`src/rtl/stopwatch_pkg.sv`:
```
// rtl/stopwatch_pkg.sv - shared encodings for the stopwatch command front-end
package stopwatch_pkg;

    // Core status encodings (2'b11 is reserved and treated like idle)
    localparam logic [1:0] ST_IDLE    = 2'b00;
    localparam logic [1:0] ST_RUNNING = 2'b01;
    localparam logic [1:0] ST_PAUSED  = 2'b10;

    // Lap capture field widths
    localparam int LAP_MIN_W = 8;
    localparam int LAP_SEC_W = 6;

    // Command sequencer states
    typedef enum logic [1:0] {
        CMD_IDLE  = 2'b00,
        CMD_ISSUE = 2'b01,
        CMD_WAIT  = 2'b10
    } cmd_state_t;

    // Command selected for the issue cycle
    typedef enum logic [1:0] {
        OP_NONE  = 2'b00,
        OP_START = 2'b01,
        OP_STOP  = 2'b10,
        OP_RESET = 2'b11
    } cmd_op_t;

endpackage

```
`src/rtl/btn_debounce.sv`:
```
// rtl/btn_debounce.sv - two-flop synchroniser, level debounce and press detect
module btn_debounce #(
    parameter int DEBOUNCE_CYCLES = 16
) (
    input  logic clk,
    input  logic rst_n,
    input  logic raw,
    output logic level,
    output logic press
);

    localparam int               CNT_W    = $clog2(DEBOUNCE_CYCLES);
    localparam logic [CNT_W-1:0] CNT_LAST = CNT_W'(DEBOUNCE_CYCLES - 1);

    logic             r_sync1;
    logic             r_sync2;
    logic             r_level;
    logic             r_press;
    logic [CNT_W-1:0] r_cnt;

    // Bring the asynchronous button into the clock domain
    always_ff @(posedge clk or negedge rst_n) begin
        if (!rst_n) begin
            r_sync1 <= 1'b0;
            r_sync2 <= 1'b0;
        end else begin
            r_sync1 <= raw;
            r_sync2 <= r_sync1;
        end
    end

    // Accept a new level only after DEBOUNCE_CYCLES consecutive differing samples
    always_ff @(posedge clk or negedge rst_n) begin
        if (!rst_n) begin
            r_level <= 1'b0;
            r_press <= 1'b0;
            r_cnt   <= '0;
        end else begin
            r_press <= 1'b0;
            if (r_sync2 == r_level) begin
                r_cnt <= '0;
            end else if (r_cnt == CNT_LAST) begin
                r_level <= r_sync2;
                r_press <= r_sync2;
                r_cnt   <= '0;
            end else begin
                r_cnt <= r_cnt + 1'b1;
            end
        end
    end

    assign level = r_level;
    assign press = r_press;

endmodule

```
`src/rtl/stopwatch_cmd_ctrl.sv`:
```
// rtl/stopwatch_cmd_ctrl.sv - button-driven command sequencer and lap display for the stopwatch core
module stopwatch_cmd_ctrl
    import stopwatch_pkg::*;
#(
    parameter int DEBOUNCE_CYCLES = 16,
    parameter int ACK_TIMEOUT     = 8,
    parameter int LAP_CNT_W       = 4
) (
    input  logic                 clk,
    input  logic                 rst_n,
    input  logic                 btn_a_raw,
    input  logic                 btn_b_raw,
    input  logic [1:0]           status,
    input  logic [LAP_MIN_W-1:0] minutes,
    input  logic [LAP_SEC_W-1:0] seconds,
    output logic                 start,
    output logic                 stop,
    output logic                 reset,
    output logic [LAP_MIN_W-1:0] disp_minutes,
    output logic [LAP_SEC_W-1:0] disp_seconds,
    output logic                 lap_active,
    output logic [LAP_CNT_W-1:0] lap_count,
    output logic                 cmd_err,
    output logic                 busy
);

    localparam int              TO_W    = $clog2(ACK_TIMEOUT);
    localparam logic [TO_W-1:0] TO_LAST = TO_W'(ACK_TIMEOUT - 1);

    logic w_level_a, w_press_a, w_level_b, w_press_b;
    logic w_evt_a, w_evt_b;

    cmd_state_t           r_state, w_state_nx;
    cmd_op_t              r_op, w_op_nx;
    logic [1:0]           r_expect, w_expect_nx;
    logic [TO_W-1:0]      r_tcnt, w_tcnt_nx;
    logic                 r_cmd_err, w_err_nx;
    logic                 r_lap_active, w_lap_act_nx;
    logic [LAP_CNT_W-1:0] r_lap_count, w_lap_cnt_nx;
    logic [LAP_MIN_W-1:0] r_lap_min, w_lap_min_nx;
    logic [LAP_SEC_W-1:0] r_lap_sec, w_lap_sec_nx;

    btn_debounce #(.DEBOUNCE_CYCLES(DEBOUNCE_CYCLES)) u_deb_a (
        .clk   (clk),
        .rst_n (rst_n),
        .raw   (btn_a_raw),
        .level (w_level_a),
        .press (w_press_a)
    );

    btn_debounce #(.DEBOUNCE_CYCLES(DEBOUNCE_CYCLES)) u_deb_b (
        .clk   (clk),
        .rst_n (rst_n),
        .raw   (btn_b_raw),
        .level (w_level_b),
        .press (w_press_b)
    );

    // A press always coincides with the debounced level going high; A has priority over B
    assign w_evt_a = w_press_a & w_level_a;
    assign w_evt_b = w_press_b & w_level_b & ~w_evt_a;

    // Next-state and lap bookkeeping; events outside CMD_IDLE are dropped
    always_comb begin
        w_state_nx   = r_state;
        w_op_nx      = r_op;
        w_expect_nx  = r_expect;
        w_tcnt_nx    = r_tcnt;
        w_err_nx     = r_cmd_err;
        w_lap_act_nx = r_lap_active;
        w_lap_cnt_nx = r_lap_count;
        w_lap_min_nx = r_lap_min;
        w_lap_sec_nx = r_lap_sec;
        case (r_state)
            CMD_IDLE: begin
                if (w_evt_a) begin
                    w_state_nx = CMD_ISSUE;
                    w_tcnt_nx  = '0;
                    if (status == ST_RUNNING) begin
                        w_op_nx     = OP_STOP;
                        w_expect_nx = ST_PAUSED;
                    end else begin
                        w_op_nx     = OP_START;
                        w_expect_nx = ST_RUNNING;
                    end
                end else if (w_evt_b) begin
                    if (status == ST_RUNNING) begin
                        if (!r_lap_active) begin
                            w_lap_min_nx = minutes;
                            w_lap_sec_nx = seconds;
                            w_lap_act_nx = 1'b1;
                            if (r_lap_count != '1) begin
                                w_lap_cnt_nx = r_lap_count + 1'b1;
                            end
                        end else begin
                            w_lap_act_nx = 1'b0;
                        end
                    end else if (status == ST_PAUSED) begin
                        w_state_nx   = CMD_ISSUE;
                        w_tcnt_nx    = '0;
                        w_op_nx      = OP_RESET;
                        w_expect_nx  = ST_IDLE;
                        w_lap_act_nx = 1'b0;
                        w_lap_cnt_nx = '0;
                        w_err_nx     = 1'b0;
                    end else begin
                        w_lap_act_nx = 1'b0;
                        w_lap_cnt_nx = '0;
                    end
                end
            end
            CMD_ISSUE: begin
                w_state_nx = CMD_WAIT;
                w_tcnt_nx  = '0;
            end
            CMD_WAIT: begin
                if (status == r_expect) begin
                    w_state_nx = CMD_IDLE;
                end else if (r_tcnt == TO_LAST) begin
                    w_err_nx   = 1'b1;
                    w_state_nx = CMD_IDLE;
                end else begin
                    w_tcnt_nx = r_tcnt + 1'b1;
                end
            end
            default: begin
                w_state_nx = CMD_IDLE;
            end
        endcase
    end

    // State, command context and lap registers
    always_ff @(posedge clk or negedge rst_n) begin
        if (!rst_n) begin
            r_state      <= CMD_IDLE;
            r_op         <= OP_NONE;
            r_expect     <= ST_IDLE;
            r_tcnt       <= '0;
            r_cmd_err    <= 1'b0;
            r_lap_active <= 1'b0;
            r_lap_count  <= '0;
            r_lap_min    <= '0;
            r_lap_sec    <= '0;
        end else begin
            r_state      <= w_state_nx;
            r_op         <= w_op_nx;
            r_expect     <= w_expect_nx;
            r_tcnt       <= w_tcnt_nx;
            r_cmd_err    <= w_err_nx;
            r_lap_active <= w_lap_act_nx;
            r_lap_count  <= w_lap_cnt_nx;
            r_lap_min    <= w_lap_min_nx;
            r_lap_sec    <= w_lap_sec_nx;
        end
    end

    assign start      = (r_state == CMD_ISSUE) && (r_op == OP_START);
    assign stop       = (r_state == CMD_ISSUE) && (r_op == OP_STOP);
    assign reset      = (r_state == CMD_ISSUE) && (r_op == OP_RESET);
    assign busy       = (r_state != CMD_IDLE);
    assign cmd_err    = r_cmd_err;
    assign lap_active = r_lap_active;
    assign lap_count  = r_lap_count;

    // Display mux is blanked while reset is asserted so every output reads 0
    assign disp_minutes = !rst_n ? '0 : (r_lap_active ? r_lap_min : minutes);
    assign disp_seconds = !rst_n ? '0 : (r_lap_active ? r_lap_sec : seconds);

endmodule

```
`config.mk`:
```
export PLATFORM = sky130hd
export DESIGN_NAME = stopwatch_cmd_ctrl
export DESIGN_NICKNAME = d
export VERILOG_FILES = /design/src/rtl/stopwatch_pkg.sv /design/src/rtl/btn_debounce.sv /design/src/rtl/stopwatch_cmd_ctrl.sv
export SDC_FILE = /design/constraint.sdc
export NUM_CORES = 1
export LEC_CHECK = 0
export CAP_MARGIN = 10
export CORE_MARGIN = 2
export CORE_UTILIZATION = 55
export DETAILED_ROUTE_END_ITERATION = 10
export PLACE_DENSITY = 0.85
export REMOVE_ABC_BUFFERS = 1
export SLEW_MARGIN = 5
export SYNTH_ARGS = -nofsm -noshare
export SYNTH_HDL_FRONTEND = slang
export SYNTH_SLANG_ARGS = --single-unit
```
`constraint.sdc`:
```
create_clock -name clk -period 2.6 [get_ports clk]
set_input_delay 0.39 -clock clk [delete_from_list [all_inputs] [get_ports clk]]
set_output_delay 0.39 -clock clk [all_outputs]
set_load 0.01 [all_outputs]
```
**Word level (Yosys, flattened, before mapping)**

Index checks and enable logic that the tools add are counted.

- Register bits: 45

- Add/subtract/negate cells: 4
- Equal/unequal tests: 28
- Mux-type cells: 47
- Bitwise gates (word level): 6
- Reductions and logical operators: 18

Operators with widths:

| kind | count |
|---|---|
| two-way mux 2 bit | 15 |
| two-way mux 4 bit | 7 |
| two-way mux 3 bit | 6 |
| != test 2 bit, second input constant | 9 |
| two-way mux 8 bit | 2 |
| adder 4 x 1 -> 4 bit, second input constant | 3 |
| two-way mux 1 bit | 12 |
| two-way mux 6 bit | 2 |
| != test 3 bit, second input constant | 4 |
| AND reduction 4 bit | 3 |
| one-hot mux 3 bit (3 select lines) | 1 |
| equality test 2 bit, second input constant | 4 |
| equality test 4 bit, second input constant | 2 |
| nonzero test 2 bit | 4 |
| AND reduction 7 bit | 1 |
| equality test 2 x 1 -> 1 bit, second input constant | 3 |
| one-hot mux 2 bit (3 select lines) | 1 |
| AND reduction 6 bit | 1 |
| AND reduction 5 bit | 1 |
| != test 4 bit, second input constant | 1 |
| AND reduction 2 bit | 2 |
| adder 3 x 1 -> 3 bit, second input constant | 1 |
| AND 1 bit | 3 |
| equality test 3 bit, second input constant | 1 |
| other kinds (9) | 14 |

**Depth between registers and ports, before layout**

Gate-level depths: netlist (run 1).

- Word-level depth: 6
- Gate-level depth with buffers: 5
- Mapped depth without buffers: 5

**Cells and area by module**

A second synthesis (run 1) with hierarchy kept.

- Cells, all modules: 189
- Area total of the unflattened synthesis: 2,259.7 um^2

By module, submodules not included:

| module | instances | cells an instance | area an instance (um^2) |
|---|---|---|---|
| stopwatch_cmd_ctrl | 1 | 145 | 1,634.1 |
| btn_debounce | 2 | 22 | 312.8 |

**Worst setup path after synthesis (run 1)**

No wires, ideal clock.

- Path kind: register -> output
- From: register r_lap_active, in the netlist lap_active
- To: output port disp_minutes[0]
- Data arrival time: 1.290 ns
- Data required time: 2.210 ns
- Setup slack: 0.920 ns
- Stages on the path, launching flop included: 5
- Path buffers: 2
- Cell sequence: dfrtp_1 clkbuf_1 buf_2 mux2i_1 nor2b_1

- Cells in the longest elaborated chain, start to end: 2

Ends and longest elaborated chain:

| what | RTL line | text |
|---|---|---|
| from (decl) | stopwatch_cmd_ctrl.sv:38 | `logic r_lap_active, w_lap_act_nx;` |
| from (signal assigned) | stopwatch_cmd_ctrl.sv:150 | `r_lap_active <= w_lap_act_nx;` |
| two-way mux 8 bit | n/a |  |
| two-way mux 8 bit | stopwatch_cmd_ctrl.sv:166 | `assign disp_minutes = !rst_n ? '0 : (r_lap_active ? r_lap_min : minutes);` |
| to (decl) | stopwatch_cmd_ctrl.sv:19 | `output logic [LAP_MIN_W-1:0] disp_minutes,` |

No other way between the ends.

**Worst setup path after layout (run 1)**

- From: register r_state[1]
- To: output port reset

- Cells in the longest elaborated chain, start to end: 2

Ends and longest elaborated chain:

| what | RTL line | text |
|---|---|---|
| from (decl) | stopwatch_cmd_ctrl.sv:33 | `cmd_state_t r_state, w_state_nx;` |
| from (signal assigned) | stopwatch_cmd_ctrl.sv:145 | `r_state <= w_state_nx;` |
| equality test 2 x 1 -> 1 bit | stopwatch_cmd_ctrl.sv:159 | `assign reset = (r_state == CMD_ISSUE) && (r_op == OP_RESET);` |
| logical AND 1 bit | stopwatch_cmd_ctrl.sv:159 |  |
| to (decl) | stopwatch_cmd_ctrl.sv:18 | `output logic reset,` |

No other way between the ends.

==> metrics.txt, run 1 <==
CTS tree built; gr usage total 19.7%; Setup Skew 0.00645 ns; vias per cell 5.51; FF-to-FF Start u_deb_a.level; post-synthesis cell count 186; CP required 2.21 ns; layout cells sized above 1 14.1%; CP startpoint kind register; CTS Hold Bufs 0; Starting Density 56.4%; dpl cells 276; static leakage 0.00133 uW; Worst Hold Class input pin to asynchronous set/reset pin; Comb pwr share 10.8%; clock-pin slew on the worst setup and hold paths 0.08 ns; power per cell area 480 nW/um^2; final hold vios 0; antenna violations before repair 0; ranking of synthesized cells by area dfrtp_1 (50%), mux2i_1 (6.3%), mux2_4 (6.0%), nor2b_1 (5.3%), mux2_2 (4.5%); row cnt 23; Setup violations, final 0; ant diodes 0; Rel. slew slack 67.5%; flops & latches, synth 45; grt ovf 0; vias in the first global route 1518; status complete, no violations; RSZ-0062 raised after global routing false; IO Pins 44; Syn-to-layout area delta 25.2%; Mapped Avg Cell Area 12.0 sq um; register share of total power 57.3%; sw frac 25.7%; fin nets 258; Syn Std Cell Area 2240 sq um; Skew-Pair Late Insertion Delay 0.30 ns; crit path from r_state[1]; Routed wire per std cell 14.5 um; Slew Viols, Final 0; Core ar. 3970 sq um; cell taking the most area after synthesis dfrtp_1; Fin Hold WS 0.0183 ns; height of the chip 67.8 um; worst ir drop on vdd 0.526 mV; WL final 4.12 mm; placer congestion estimate 0.819; max cap viols 0; Setup crit end reset; f_max 453 MHz; worst-path maximum fanout 10; H-Tree Depth 2; Die ar. 4600 sq um; FF-to-FF End r_lap_sec[3]; Ys Warns 0; Finished Layout Cells 284; Detail Placement HPWL 2.96 mm; port bufs 43; Netlist cell types 41; Die X 67.8 um; P_sw 346 uW; actual slew at the worst max-slew pin 0.486 ns; post-layout min period 2.21 ns; Setup TNS 0 ns; fin crit share 84.9%; Final ANT Viol Nets 0; setup repair bufs after CTS 0; P_int 1000 uW; Seq/Total Area, Yosys 50.3%; largest net degree at the start of global routing 27; initial DRC count 43; DRT Pass-1 Iters 4; cts repair resizes 0; root buffer cell clkbuf_8; post-synth top area share 50.3%; Post-synth top flop dfrtp_1; CP endpoint kind primary output; Clk pwr share 32.0%; CTS Buf Count 5; global-route wire length before repair 6.67 mm; Clock Sinks 45; FFs w/ async S/R, synth 100%; Post-synth EDFFs 0; Max Root-Sink Buffers 2; residual DRC count 0; Worst R2R Path Depth 3; DR vias 1566; R2R setup slack 0.72 ns; CP Class register to primary output; Worst Path Arrival 1.82 ns
[routing by layer]
layer  GRT usage (%)  vias to the layer above  part of all wire (%)
met2            31.9                       42                    48
met5               0                        -                     0
li1                -                      764                     -
met1            25.1                      754                    45
met4            8.75                        0                   1.9
met3            5.10                        6                   4.9
[how the worst min path moves through the flow]
| stage | start | to | slack [ns] | cells after the start |
|---|---|---|---|---|
| 2_1_floorplan | rst_n | cmd_err | 0.09 | 0 |
| 3_3_place_gp | u_deb_a.r_sync1 | u_deb_a.r_sync2 | 0.33 | 0 |
| 3_5_place_dp | u_deb_a.r_sync1 | u_deb_a.r_sync2 | 0.34 | 0 |
| 4_1_cts | rst_n | lap_count[3] | 0.02 | 1 |
| 5_1_grt | rst_n | r_lap_min[5] | 0.03 | 1 |
| 6_report | rst_n | r_lap_min[0] | 0.02 | 1 |
[metrics by stage]
step	area, sq um	power, uW	setup slack, ns	util (%)
global placement	2720	922	0.448	68.4
finish	2810	1350	0.392	70.7
global route	2810	1420	0.281	70.7
detailed placement	2720	930	0.396	68.4
floorplan	2210	851	0.861	-
CTS	2810	1360	0.391	70.7
[placed cells by master (no fill, tap or decap), drive strengths merged, types with 2 or more instances in the layout]
cell type,n
o21ai,4
mux2i,14
nand4b,2
xor2,2
buf,4
ha,5
nor2b,19
and3,2
a21oi,4
nand2,7
nor2,6
nand3,6
and2,2
inv,9
o21a,2
mux2,18
o2111ai,3
xnor2,4
a31oi,3
o211ai,5
a311oi,2
dfrtp,45
clkdlybuf4s50,42
nor3b,3
clkbuf,5
[state kept, by name, summed over array words and instances (netlist names), 2 cells and up]
name / count
r_op: 2
lap_count: 4
r_state: 2
r_lap_sec: 6
u_deb_a.r_cnt: 4
r_expect: 2
r_tcnt: 3
u_deb_b.r_cnt: 4
r_lap_min: 8
[area by class of cell]
cell class / count / area (sq um)
sequential: 45 / 1130
tap: 50 / 62.6
multi-input combinational: 127 / 1050
timing repair buffer: 46 / 448
clock inverter: 3 / 21.3
fill: 309 / 1160
inverter: 8 / 30.0
clock buffer: 5 / 68.8
[synthesized netlist by cell type, drive strengths merged (2+ instances only)]
master and instances:
ha 5, a311oi 2, nor2b 19, and2 2
xor2 2, mux2 18, nand3 6, inv 8
a31oi 3, nor3b 3, dfrtp 45, o2111ai 3
and3 2, o21a 2, a21oi 4, clkbuf 3
buf 3, o21ai 4, mux2i 14, o211ai 5
nor2 6, nand2 7, xnor2 4, nand4b 2
[logic make-up after synthesis]
kind of cell    synth area share (%)
compound gates                  10.9
flops                           50.3
simple gates                    14.0
buf+inv                         2.90
fa+ha+maj                       2.79
xor+xnor                        2.35
mux                             16.8
[worst max-delay path, stage by stage (launching register included)]
cell and delay (ns):
dfrtp_1 0.50, nor2b_1 0.29, and3_1 0.20, clkdlybuf4s50_1 0.53
[power by group through the flow]
stage | clock (uW) | sequential, uW | combinational [uW]
finish | 430 | 771 | 145
global route | 473 | 776 | 170
CTS | 441 | 770 | 148
detailed placement | 0 | 783 | 147
global placement | 0 | 781 | 141
floorplan | 0 | 775 | 76.2
No activity file was read; power rests on OpenSTA's default activity.
==> inputs of run 2 (changes only) <==
--- a/config.mk
+++ b/config.mk
@@ -7,9 +7,9 @@
 export LEC_CHECK = 0
 export CAP_MARGIN = 10
 export CORE_MARGIN = 2
-export CORE_UTILIZATION = 55
+export CORE_UTILIZATION = 46
 export DETAILED_ROUTE_END_ITERATION = 10
-export PLACE_DENSITY = 0.85
+export PLACE_DENSITY = 0.76
 export REMOVE_ABC_BUFFERS = 1
 export SLEW_MARGIN = 5
 export SYNTH_ARGS = -nofsm -noshare
==> constraint.sdc (replaced) <==
create_clock -name clk -period 1.9 [get_ports clk]
set_input_delay 0.285 -clock clk [delete_from_list [all_inputs] [get_ports clk]]
set_output_delay 0.285 -clock clk [all_outputs]
set_load 0.01 [all_outputs]
==> metrics.txt, run 2 (same netlist as run 1, synthesis figures left out) <==
root buffer cell clkbuf_8; power per cell area 631 nW/um^2 (+32%); Levels on crit path 2 (-1); Worst Hold Class input pin to asynchronous set/reset pin; Die ar. 5450 sq um (+18%); CP endpoint kind primary output; CP Class register to primary output; Syn-to-layout area delta 31.0%; Fin Hold WS 0.119 ns (+0.101 ns); vias per cell 5.13 (-6.9%); setup repair bufs after CTS 0 (unchanged); DRT Pass-1 Iters 6 (+2); P_sw 478 uW (+38%); worst-path maximum fanout 3 (-7); final hold vios 0 (unchanged); sw frac 25.8% (+0.068 points); Final Util 62.1% (-8.5 points); gr usage total 16.9% (-2.8 points); clock-pin slew on the worst setup and hold paths 0.09 ns (about the same); vias in the first global route 1569 (+3.4%); actual slew at the worst max-slew pin 0.426 ns (-0.0597 ns); Clk pwr share 32.2% (+0.2 points); worst ir drop on vdd 0.370 mV (-30%); height of the chip 73.8 um (+8.8%); initial DRC count 68 (+58%); status complete, no violations; P_int 1380 uW (+37%); fillers 396 (+28%); Biggest register r_lap_min; ant diodes 0 (unchanged); fin crit share 96.3%; Final ANT Viol Nets 0 (unchanged); Comb pwr share 11.1% (+0.3 points); R2R setup slack 0.33 ns (-0.39 ns); Worst path slowest cell clkdlybuf4s50_1; layout cells sized above 1 18.0% (+3.9 points); register share of total power 56.8% (-0.5 points); commonest cells after routing, fill and taps aside dfrtp_1 (45), clkdlybuf4s50_1 (25), nor2b_1 (18); CP startpoint kind register; largest net degree at the start of global routing 22 (-19%); most common cell after layout, fill and taps aside dfrtp_1; Clock Sinks 45 (unchanged); CTS tree built; post-layout min period 1.83 ns; H-Tree Depth 2 (unchanged); fin nets 269 (+4.3%); Starting Density 47.4% (-9.0 points); grt ovf 0 (unchanged); placer congestion estimate 0.882 (+7.6%); Rel. slew slack 71.5% (+4.0 points); CP max stage delay 0.49 ns (-0.04 ns); Largest register FFs 8 (unchanged); Worst Path Arrival 1.54 ns (-0.28 ns); Setup violations, final 0 (unchanged); Routed wire per std cell 13.7 um (-5.4%); f_max 547 MHz; crit-path leading delay family buffers and inverters; IO Pins 44 (unchanged); Worst R2R Path Depth 5 (+2); port bufs 43 (unchanged); row cnt 25 (+8.7%); RSZ-0062 raised after global routing false; Slew Viols, Final 0 (unchanged); max cap viols 0 (unchanged); static leakage 0.00152 uW (+14%); antenna violations before repair 0 (unchanged); Max Root-Sink Buffers 2 (unchanged); Core ar. 4720 sq um (+19%); FF-to-FF Start r_state[0]; global-route wire length before repair 7.06 mm (+5.8%); WL final 4.28 mm (+3.9%); DR vias 1601 (+2.2%); residual DRC count 0 (unchanged); crit-path cells or2_2 > clkdlybuf4s50_1; Die X 73.8 um (+8.8%); CP required 1.62 ns (-0.59 ns); Detail Placement HPWL 3.10 mm (+4.7%); Setup Skew 0.00635 ns (-0.0000912 ns); CTS Buf Count 5 (unchanged); crit path buf inv count 1 (unchanged); largest registers r_lap_min: 8 flops, r_lap_sec: 6 flops; Setup TNS 0 ns (unchanged); FF-to-FF End r_lap_min[1]; Skew-Pair Late Insertion Delay 0.30 ns (about the same)
[run 2: cell types whose count changed in the layout (fill, tap and decap cells not counted)]
cell / before / now
dlymetal6s2s_1: 0 / 3
buf_4: 3 / 11
dlygate4sd2_1: 0 / 14
nor2b_1: 19 / 18
buf_12: 0 / 2
dlygate4sd3_1: 0 / 1
clkdlybuf4s50_1: 42 / 25
nor2b_4: 0 / 1
[run 2: worst register-to-register path, delay by kind of cell, from the launching register on]
kind | cells | cell delay (ns)
compound gates | 1 | 0.25
buf+inv | 2 | 0.35
simple gates | 1 | 0.13
mux | 1 | 0.30
flops | 1 | 0.42
[run 2: how the worst max path moves through the flow]
stage	end	from	slack (ns)
floorplan	r_lap_min[7]	lap_active	0.16
global placement	r_op[0]	status[1]	0.1
detailed placement	r_expect[1]	status[1]	0.06
CTS	start	r_state[0]	0.005
global route	busy	r_state[0]	0.004
finish	busy	r_state[0]	0.07
[run 2: per-layer routing]
layer	wire (um)	GRT usage [%]	share of wire (%)
met1	2020	22.1	47
met2	2010	28.0	47
met3	190	4.12	4.4
met4	51	4.85	1.2
met5	0	0	0
[run 2: layout make-up]
cell class	instances	area, sq um	area share (%)
Timing Repair Buffer	57	548	18.7
Sequential cell	45	1130	38.4
Inverter	8	30.0	1.02
Tap cell	67	83.8	2.86
Clock inverter	3	21.3	0.725
Multi-Input combinational cell	127	1060	36.0
Clock buffer	5	68.8	2.34
[run 2: repair_timing]
action / CTS / global route
hold endpoints to repair: 5 / 0
hold buffers: 1 / 0
endpoints found under the setup margin: 17 / 3
gates cloned: 0 / 0
gates resized for setup: 16 / 3
[run 2: per-stage QoR]
stage,area [sq um],std cells,worst slack [ns],power [uW]
after floorplan,2210,180,0.161,1160
after global placement,2840,303,0.0994,1270
after detailed placement,2840,303,0.0570,1270
after CTS,2930,312,0.00496,1880
after global routing,2940,312,0.00425,1950
final,2940,312,0.0705,1850
[run 2: power by group through the flow]
stage / combinational (uW) / clock, uW / sequential, uW
floorplan: 104 / 0 / 1060
global placement: 204 / 0 / 1070
detailed placement: 205 / 0 / 1070
CTS: 208 / 621 / 1050
global route: 236 / 656 / 1060
finish: 205 / 596 / 1050
